<file path="src/rtl/vga_timing_gen.sv">
`default_nettype none
// ============================================================================
// Module   : vga_timing_gen
// Brief    : Clock-divided VGA raster engine with registered, blanking-gated
//            colour, sync, data-enable and line/frame strobes.
// Revision : 1.0 - initial release
// ============================================================================
module vga_timing_gen #(
    parameter int CLK_DIV  = 4,
    parameter int H_ACTIVE = 640,
    parameter int H_FP     = 16,
    parameter int H_SYNC   = 96,
    parameter int H_BP     = 48,
    parameter int V_ACTIVE = 480,
    parameter int V_FP     = 10,
    parameter int V_SYNC   = 2,
    parameter int V_BP     = 33,
    parameter bit HS_POL   = 1'b0,
    parameter bit VS_POL   = 1'b0,
    parameter int RGB_W    = 8,
    parameter int FCNT_W   = 16
) (
    input  logic              clk,
    input  logic              rst,
    input  logic              en,
    input  logic [RGB_W-1:0]  pix_rgb_in,
    output logic [10:0]       pix_x,
    output logic [9:0]        pix_y,
    output logic              pix_tick,
    output logic              hsync,
    output logic              vsync,
    output logic [RGB_W-1:0]  rgb,
    output logic              de,
    output logic              line_start,
    output logic              frame_start,
    output logic [FCNT_W-1:0] frame_cnt
);

    localparam int H_TOTAL = H_ACTIVE + H_FP + H_SYNC + H_BP;
    localparam int V_TOTAL = V_ACTIVE + V_FP + V_SYNC + V_BP;
    localparam int DIV_W   = (CLK_DIV > 1) ? $clog2(CLK_DIV) : 1;

    localparam logic [DIV_W-1:0] c_div_last  = DIV_W'(CLK_DIV - 1);
    localparam logic [10:0]      c_h_active  = 11'(H_ACTIVE);
    localparam logic [10:0]      c_hs_start  = 11'(H_ACTIVE + H_FP);
    localparam logic [10:0]      c_hs_end    = 11'(H_ACTIVE + H_FP + H_SYNC);
    localparam logic [10:0]      c_h_last    = 11'(H_TOTAL - 1);
    localparam logic [9:0]       c_v_active  = 10'(V_ACTIVE);
    localparam logic [9:0]       c_vs_start  = 10'(V_ACTIVE + V_FP);
    localparam logic [9:0]       c_vs_end    = 10'(V_ACTIVE + V_FP + V_SYNC);
    localparam logic [9:0]       c_v_last    = 10'(V_TOTAL - 1);

    logic [DIV_W-1:0]  r_div;
    logic [10:0]       r_h_cnt;
    logic [9:0]        r_v_cnt;
    logic [FCNT_W-1:0] r_frame_cnt;
    logic              r_hsync;
    logic              r_vsync;
    logic [RGB_W-1:0]  r_rgb;
    logic              r_de;
    logic              r_line_start;
    logic              r_frame_start;

    logic w_tick;
    logic w_h_last;
    logic w_v_last;
    logic w_hs_on;
    logic w_vs_on;
    logic w_de;

    assign w_tick   = en && (r_div == c_div_last);
    assign w_h_last = (r_h_cnt == c_h_last);
    assign w_v_last = (r_v_cnt == c_v_last);
    assign w_hs_on  = (r_h_cnt >= c_hs_start) && (r_h_cnt < c_hs_end);
    assign w_vs_on  = (r_v_cnt >= c_vs_start) && (r_v_cnt < c_vs_end);
    assign w_de     = (r_h_cnt < c_h_active) && (r_v_cnt < c_v_active);

    // Outputs describe the coordinate held in the counters at the tick edge,
    // so the pixel source sees pix_x/pix_y a full pixel period before sampling.
    always_ff @(posedge clk) begin
        if (rst) begin
            r_div         <= '0;
            r_h_cnt       <= '0;
            r_v_cnt       <= '0;
            r_frame_cnt   <= '0;
            r_hsync       <= ~HS_POL;
            r_vsync       <= ~VS_POL;
            r_rgb         <= '0;
            r_de          <= 1'b0;
            r_line_start  <= 1'b0;
            r_frame_start <= 1'b0;
        end else if (!en) begin
            r_hsync       <= ~HS_POL;
            r_vsync       <= ~VS_POL;
            r_rgb         <= '0;
            r_de          <= 1'b0;
            r_line_start  <= 1'b0;
            r_frame_start <= 1'b0;
        end else if (w_tick) begin
            r_div         <= '0;
            r_hsync       <= w_hs_on ? HS_POL : ~HS_POL;
            r_vsync       <= w_vs_on ? VS_POL : ~VS_POL;
            r_de          <= w_de;
            r_rgb         <= w_de ? pix_rgb_in : '0;
            r_line_start  <= (r_h_cnt == 11'd0);
            r_frame_start <= (r_h_cnt == 11'd0) && (r_v_cnt == 10'd0);
            if (w_h_last) begin
                r_h_cnt <= '0;
                if (w_v_last) begin
                    r_v_cnt     <= '0;
                    r_frame_cnt <= r_frame_cnt + 1'b1;
                end else begin
                    r_v_cnt <= r_v_cnt + 1'b1;
                end
            end else begin
                r_h_cnt <= r_h_cnt + 1'b1;
            end
        end else begin
            r_div         <= r_div + 1'b1;
            r_line_start  <= 1'b0;
            r_frame_start <= 1'b0;
        end
    end

    assign pix_x       = r_h_cnt;
    assign pix_y       = r_v_cnt;
    assign pix_tick    = w_tick;
    assign hsync       = r_hsync;
    assign vsync       = r_vsync;
    assign rgb         = r_rgb;
    assign de          = r_de;
    assign line_start  = r_line_start;
    assign frame_start = r_frame_start;
    assign frame_cnt   = r_frame_cnt;

endmodule
`default_nettype wire

</file>
<file path="config.mk">
export PLATFORM = sky130hd
export DESIGN_NAME = vga_timing_gen
export DESIGN_NICKNAME = d
export VERILOG_FILES = /design/src/rtl/vga_timing_gen.sv
export SDC_FILE = /design/constraint.sdc
export NUM_CORES = 1
export LEC_CHECK = 0
export CAP_MARGIN = 5
export CORE_MARGIN = 2
export CORE_UTILIZATION = 23
export CTS_CLUSTER_DIAMETER = 80
export DETAILED_ROUTE_END_ITERATION = 7
export SLEW_MARGIN = 10
export SYNTH_ARGS = -nofsm -noshare
export SYNTH_HDL_FRONTEND = slang
export SYNTH_SLANG_ARGS = --single-unit
</file>
<file path="constraint.sdc">
create_clock -name clk -period 2.22 [get_ports clk]
set_input_delay 0.333 -clock clk [delete_from_list [all_inputs] [get_ports clk]]
set_output_delay 0.333 -clock clk [all_outputs]
set_load 0.05 [all_outputs]
</file>
==> flow_summary.rst, run 1 <==
.. list-table::
   :header-rows: 1

   * - Metric
     - Value
   * - Outcome
     - complete, no violations
   * - Data arrival, critical path
     - 2.44 ns
   * - Max Clock Skew
     - 0.0126 ns
   * - Cell variety after synth
     - 38
   * - Critical path launch point type
     - flop
   * - Syn Area/Cell
     - 8.81 sq um
   * - Share of synthesized registers carrying an async set or reset
     - 0%
   * - Category of the most critical setup path
     - reg -> reg
   * - Detailed Place HPWL
     - 5.26 mm
   * - Root buffer cell
     - clkbuf_8
   * - Share of total power in the clock network
     - 35.8%
   * - Post-Synthesis Cells
     - 291
   * - Fill cell total of the finished layout
     - 1128
   * - Antenna violations before repair
     - 0
   * - Simple logic cell fraction of the synthesized area
     - 28.8%
   * - Share of total power consumed by net switching
     - 24.0%
   * - DRC errors left
     - 0
   * - Cell Count Post-Placement
     - 498
   * - Sequential fraction of design power
     - 59.5%
   * - Core Rows
     - 38
   * - Gr usage total
     - 11.9%
   * - Area added between synthesis and finish
     - 38.5%
   * - Area taken by flip-flops and latches
     - 1060 sq um
   * - Post-Route Setup TNS
     - 0 ns
   * - DRC violation total after the first TritonRoute iteration
     - 66
   * - Post-CTS Setup Inserts
     - 0
   * - Number of H-tree branching levels
     - 2
   * - Via count
     - 2469
   * - Slew of the pin with the lowest slew margin
     - 0.522 ns
   * - Most used cells in the layout excluding fill and tap cells
     - 60 x clkdlybuf4s50_1, 40 x dfxtp_1, 26 x nor2_1, 25 x buf_4, 24 x a21oi_1
   * - Largest fanout on the critical path
     - 5
   * - Synth Area in Compound Gates
     - 15.0%
   * - Min Clock Period, post-route
     - 2.18 ns
   * - Inserted Clock Buffers
     - 5
   * - Data required time of the worst path
     - 2.48 ns
   * - Input/output buffers
     - 61
   * - Mean routed wirelength per cell
     - 14.2 um
   * - Share of the yosys chip area belonging to registers
     - 40.6%
   * - Area of the core
     - 10800 sq um
   * - Number of global-route vias before repair
     - 2413
   * - Endpoints failing hold
     - 0
   * - Number of hold buffers added after CTS
     - 0
   * - Number of diodes
     - 0
   * - Warnings from Yosys
     - 0
   * - Count of clock tree sinks
     - 52
   * - Dominant combinational cell family by area after synthesis
     - simple AND/OR/NAND/NOR gates
   * - Multiplexer share of the synthesized area
     - 1.61%
   * - Parity-gate share of the synthesized area counting xor and xnor cells
     - 3.76%
   * - Number of buffers on the longest clock path
     - 2
   * - Wire length of the first global-routing pass
     - 11.5 mm
   * - Die width
     - 110 um
   * - Cell leakage power
     - 1.17 nW
   * - Unrepaired setup endpoints after global routing
     - no
   * - Total standard cell area after synthesis
     - 2560 sq um
   * - Setup-failing EPs final
     - 0
   * - Capturing element type of the critical path
     - flop
   * - Remaining antenna violation count
     - 0
   * - Combinational power share
     - 4.7%
   * - Total design power
     - 0.00158 W
   * - Core occupancy in the finished layout
     - 32.7%
   * - Maximum number of pins on one net before global-route repair
     - 29
   * - Worst VDD drop
     - 278 uV
   * - Area occupied by multi-input gates
     - 1390 sq um
   * - Adder-cell area share of the yosys netlist
     - 3.42%
   * - Clock-pin slew on the worst setup and hold paths
     - 0.11 ns
   * - Net load switching power
     - 0.000379 W
   * - Register bit count reported by yosys
     - 52
   * - Net count of the mapped netlist
     - 309
   * - Power per unit of standard cell area
     - 444 nW/um^2
   * - Die span in y
     - 110 um
   * - Maximum capacitance violations
     - 0
   * - Primary flip-flop cell chosen by synthesis mapping
     - dfxtp_1
   * - Die Area
     - 12000 sq um
   * - Number of enable flip-flop cells after synthesis
     - 0
   * - Via density per instance
     - 4.87
   * - Net total in the final layout
     - 384
   * - Most common cell after layout, fill and taps aside
     - clkdlybuf4s50_1
   * - Clock tree from TritonCTS
     - yes
   * - HP Class
     - reg -> reg
   * - P_int
     - 0.00120 W
   * - Share of cells above drive strength 1
     - 15.5%
   * - Skew-Pair Late Insertion Delay
     - 0.31 ns
   * - Count of final max-slew check failures
     - 0
   * - Length of the first detailed-routing pass in iterations
     - 4
   * - Wire length after detailed routing
     - 7.18 mm
   * - Fmax
     - 458 MHz
   * - I/O Pins
     - 62
   * - Placer congestion estimate
     - 0.796
   * - Headroom to the max-slew limit
     - 65.1%
   * - Total congestion overflow
     - 0
   * - Final standard cell count with taps included and fillers excluded
     - 507
   * - Initial Utilization
     - 23.6%
   * - Post-route clock period utilization
     - 98.2%
## cell families (layout without fill, tap and decap cells)
kind of cell / Yosys count / after routing
adders and majority gates: 7 / 7
and+or+nand+nor: 127 / 128
muxes: 4 / 4
DFF: 52 / 52
AOI/OAI and AO/OA: 63 / 63
xor gates and xnor gates: 11 / 11
buffers and inverters: 27 / 102
## cells in the mapped netlist, types with 2 or more instances
cell | n | share of area, %
dfxtp_1 | 52 | 41
nor2_1 | 26 | 3.8
a21oi_1 | 25 | 4.9
nand4_1 | 19 | 4.6
or4_1 | 18 | 5.3
o31ai_1 | 15 | 4.4
clkbuf_1 | 12 | 1.8
nand2_1 | 11 | 1.6
nand3_1 | 11 | 2.1
o21ai_0 | 10 | 2.0
or3_1 | 9 | 2.2
a22oi_1 | 8 | 2.3
inv_1 | 8 | 1.2
and4_1 | 7 | 2.4
ha_1 | 7 | 3.4
xor2_1 | 7 | 2.4
and2_1 | 6 | 1.5
clkbuf_8 | 4 | 2.1
nor3_1 | 4 | 0.78
xnor2_1 | 4 | 1.4
mux2i_1 | 3 | 1.2
nor2b_1 | 3 | 0.73
nor4_1 | 3 | 0.73
buf_2 | 2 | 0.39
nand2b_1 | 2 | 0.49
nor4b_1 | 2 | 0.68
o21bai_1 | 2 | 0.59
## final timing paths
kind | slack (ns) | to | start | cells after the start
worst min-delay path | 0.48 | hsync | hsync | 1
worst max register to register | 0.04 | frame_cnt[7] | pix_y[4] | 4
worst max-delay path | 0.04 | frame_cnt[7] | pix_y[4] | 4
worst min register to register | 0.48 | hsync | hsync | 1
## what timing repair did
item,4_1_cts,5_1_grt
pin swaps,0,4
cloned,0,1
resized for setup,2,6
setup endpoints to repair,9,5
## power by group through the flow
stage	Combinational (W)	Sequential (W)	Clock (W)
global route	0.0000802	0.000938	0.000623
floorplan	0.0000380	0.000964	0
finish	0.0000740	0.000938	0.000564
global placement	0.0000726	0.000959	0
CTS	0.0000748	0.000938	0.000592
detailed placement	0.0000746	0.000959	0
## registers in the layout, summed over array words and instances (netlist names)
name,cells
pix_y,10
frame_cnt,16
line_start,1
vsync,1
frame_start,1
pix_x,11
hsync,1
r_div,2
de,1
rgb,8
## routing by layer
metal	GRT usage (%)	part of all wire, %	routed length (um)	up-vias
met3	2.37	3.8	273	7
met4	3.44	1.2	85	0
met1	15.2	47	3360	1171
met2	20.4	48	3460	52
li1	-	-	-	1239
met5	0	0	0	-
## metrics by stage
stage | cell area [sq um] | hold WS [ns] | setup slack (ns)
4_1_cts | 3520 | 0.490 | 0.0212
2_1_floorplan | 2580 | 0.465 | -0.0130
3_3_place_gp | 3420 | 0.446 | 0.0269
5_1_grt | 3550 | 0.509 | 0.00101
3_5_place_dp | 3420 | 0.459 | -0.0408
6_report | 3550 | 0.485 | 0.0390
## critical path, cell delays in order, from the launching register on
cell and delay, ns:
dfxtp_4 0.36, or4_4 0.55, or4_4 0.59, or4_4 0.50
a21oi_2 0.13
## final cells by class
| type | instances | area share, % |
|---|---|---|
| clock inverters | 2 | 0.458 |
| repair buffers | 86 | 22.8 |
| multi-input cells | 213 | 39.1 |
| inverters | 8 | 0.846 |
| well taps | 140 | 4.93 |
| clock buffers | 6 | 2.04 |
| flip-flops and latches | 52 | 29.9 |
Note: power is estimated with default switching activity, not from simulation.
==> run 2, diff against run 1 <==
--- a/config.mk
+++ b/config.mk
@@ -5,11 +5,13 @@
 export SDC_FILE = /design/constraint.sdc
 export NUM_CORES = 1
 export LEC_CHECK = 0
+export ABC_CLOCK_PERIOD_IN_PS = 2220
 export CAP_MARGIN = 5
 export CORE_MARGIN = 2
 export CORE_UTILIZATION = 23
 export CTS_CLUSTER_DIAMETER = 80
 export DETAILED_ROUTE_END_ITERATION = 7
+export REMOVE_ABC_BUFFERS = 1
 export SLEW_MARGIN = 10
 export SYNTH_ARGS = -nofsm -noshare
 export SYNTH_HDL_FRONTEND = slang
==> run 2 against run 1 <==
  * Register-to-register slack better by 0.03 ns
  * Routed wire length is 2.2% lower
  * Sequential cell count stayed put
  * Critical endpoint is now frame_cnt[11]
==> flow_summary.rst, run 2 (synthesized netlist as in run 1, its figures left out) <==
.. list-table::
   :header-rows: 1

   * - Metric
     - Value
   * - Outcome
     - complete, no violations
   * - Setup-failing EPs final
     - 0 (unchanged)
   * - Detailed Place HPWL
     - 5.24 mm (-0.30%)
   * - Post-route clock period utilization
     - 96.8% (-1.5 points)
   * - Share of total power consumed by net switching
     - 22.0% (-2.0 points)
   * - Ordered list of cells on the worst path
     - or4_1, or4_4, or4_1, a21oi_1
   * - Worst VDD drop
     - 267 uV (-3.9%)
   * - Largest fanout on the critical path
     - 9 (+4)
   * - Total congestion overflow
     - 0 (unchanged)
   * - Post-Route Setup TNS
     - 0 ns (unchanged)
   * - Net total in the final layout
     - 387 (+0.78%)
   * - Sequential fraction of design power
     - 59.8% (+0.3 points)
   * - Wire length of the first global-routing pass
     - 11.2 mm (-2.0%)
   * - Antenna violations before repair
     - 0 (unchanged)
   * - Endpoints failing hold
     - 0 (unchanged)
   * - DRC errors left
     - 0 (unchanged)
   * - Clock-pin slew on the worst setup and hold paths
     - 0.09 ns (-0.02 ns)
   * - Net load switching power
     - 0.000346 W (-8.7%)
   * - Skew-Pair Late Insertion Delay
     - 0.30 ns (about the same)
   * - Startpoint of the tightest hold check path
     - frame_cnt[15]
   * - Final critical-path setup slack
     - 0.0718 ns (+0.0328 ns)
   * - Area added between synthesis and finish
     - 38.4% (about the same)
   * - Core Rows
     - 38 (unchanged)
   * - I/O Pins
     - 62 (unchanged)
   * - Gr usage total
     - 11.7% (-0.25 points)
   * - Mean routed wirelength per cell
     - 13.8 um (-2.7%)
   * - Die Area
     - 12000 sq um (unchanged)
   * - Via count
     - 2495 (+1.1%)
   * - Wire length after detailed routing
     - 7.03 mm (-2.2%)
   * - Cell family with most CP delay
     - simple AND/OR/NAND/NOR gates
   * - HP Class
     - reg -> reg
   * - Remaining antenna violation count
     - 0 (unchanged)
   * - Critical path buffers and inverters
     - 0 (unchanged)
   * - Clock tree from TritonCTS
     - yes
   * - Slew of the pin with the lowest slew margin
     - 0.522 ns (-0.000196 ns)
   * - Max reg flops
     - 16 (unchanged)
   * - Initial Utilization
     - 23.6% (unchanged)
   * - Combinational power share
     - 4.6% (about the same)
   * - Die width
     - 110 um (unchanged)
   * - Count of final max-slew check failures
     - 0 (unchanged)
   * - CP max-delay cell
     - or4_4
   * - Number of global-route vias before repair
     - 2325 (-3.6%)
   * - DRC violation total after the first TritonRoute iteration
     - 118 (+79%)
   * - Area of the core
     - 10800 sq um (unchanged)
   * - Data required time of the worst path
     - 2.45 ns (-0.03 ns)
   * - Headroom to the max-slew limit
     - 65.1% (about the same)
   * - Number of diodes
     - 0 (unchanged)
   * - Min Clock Period, post-route
     - 2.15 ns (-0.0328 ns)
   * - Fill cell total of the finished layout
     - 1156 (+2.5%)
   * - Cell repeated most along the worst path
     - or4_1
   * - Number of buffers on the longest clock path
     - 2 (unchanged)
   * - Length of the first detailed-routing pass in iterations
     - 4 (unchanged)
   * - Share of cells above drive strength 1
     - 11.6% (-3.9 points)
   * - Die span in y
     - 110 um (unchanged)
   * - Placer congestion estimate
     - 0.816 (+2.5%)
   * - Maximum capacitance violations
     - 0 (unchanged)
   * - Unrepaired setup endpoints after global routing
     - yes
   * - Most common cell after layout, fill and taps aside
     - clkdlybuf4s50_1
   * - Via density per instance
     - 4.89 (+0.46%)
   * - Area taken by flip-flops and latches
     - 1040 sq um (-1.9%)
   * - Capturing element type of the critical path
     - flop
   * - Launching element of the worst setup path
     - pix_y[4]
   * - Launching point of the worst reg2reg path
     - pix_y[4]
   * - Input/output buffers
     - 61 (unchanged)
   * - Count of clock tree sinks
     - 52 (unchanged)
   * - Area occupied by multi-input gates
     - 1360 sq um (-2.2%)
   * - Max Clock Skew
     - 0.0133 ns (+0.000708 ns)
   * - P_int
     - 0.00123 W (+2.3%)
   * - Setup slack after placement
     - -0.0118 ns (+0.0290 ns)
   * - Share of total power in the clock network
     - 35.6% (-0.2 points)
   * - Inserted Clock Buffers
     - 5 (unchanged)
   * - Critical path launch point type
     - flop
   * - Post-CTS Setup Inserts
     - 0 (unchanged)
   * - Root buffer cell
     - clkbuf_8
   * - Highest cell delay on the worst timing path
     - 0.59 ns (about the same)
   * - Cell leakage power
     - 1.19 nW (+1.6%)
   * - Data arrival, critical path
     - 2.38 ns (-0.06 ns)
   * - Number of H-tree branching levels
     - 2 (unchanged)
   * - Most used cells in the layout excluding fill and tap cells
     - 60 x clkdlybuf4s50_1, 52 x dfxtp_1, 28 x buf_4, 26 x nor2_1, 25 x a21oi_1
   * - Maximum number of pins on one net before global-route repair
     - 29 (unchanged)
   * - Category of the most critical setup path
     - reg -> reg
   * - Power per unit of standard cell area
     - 443 nW/um^2 (-0.24%)
   * - Fmax
     - 465 MHz (+1.5%)
## run 2: final cells by class
type | instances | share of cell area [%]
Tap cell | 140 | 4.94
Inverter | 8 | 0.847
Sequential cell | 52 | 29.3
Clock buffer | 7 | 2.43
Timing Repair Buffer | 90 | 24.0
Clock inverter | 1 | 0.212
Multi-Input combinational cell | 212 | 38.2
## run 2: worst register-to-register path: stages (launching register included)
cell and delay (ns):
dfxtp_1 0.31, or4_1 0.54, or4_4 0.59, or4_1 0.49, a21oi_1 0.16
## run 2: worst paths after layout
kind | slack [ns] | to | cells past startpoint
min reg2reg | 0.50 | frame_cnt[15] | 2
max | 0.07 | frame_cnt[11] | 4
min | 0.50 | frame_cnt[15] | 2
max reg2reg | 0.07 | frame_cnt[11] | 4
## run 2: power by group through the flow
stage / logic [W] / registers (W) / clock network, W
final: 0.0000720 / 0.000940 / 0.000559
after global routing: 0.0000773 / 0.000941 / 0.000621
after CTS: 0.0000735 / 0.000940 / 0.000591
after detailed placement: 0.0000731 / 0.000962 / 0
after global placement: 0.0000724 / 0.000961 / 0
after floorplan: 0.0000224 / 0.000966 / 0
## run 2: layer usage
layer / global-route usage, % / vias to the layer above / wire length (um)
met4: 2.71 / 0 / 24
met3: 2.61 / 2 / 295
met2: 19.2 / 48 / 3310
met1: 15.7 / 1202 / 3400
met5: 0 / - / 0
li1: - / 1243 / -
## run 2: what timing repair did
| action | 4_1_cts | 5_1_grt |
|---|---|---|
| setup endpoints to repair | 2 | 4 |
| hold buffers | 0 | 0 |
| gates resized for setup | 1 | 1 |
## run 2: metrics by stage
step	hold slack [ns]	instances	area [sq um]	total power, W	utilization, %
final	0.499	510	3550	0.00157	32.7
after global routing	0.525	510	3550	0.00164	32.7
after CTS	0.494	510	3540	0.00160	32.7
after detailed placement	0.478	502	3450	0.00103	31.8
after global placement	0.455	502	3450	0.00103	31.8
after floorplan	0.402	272	2420	0.000989	-
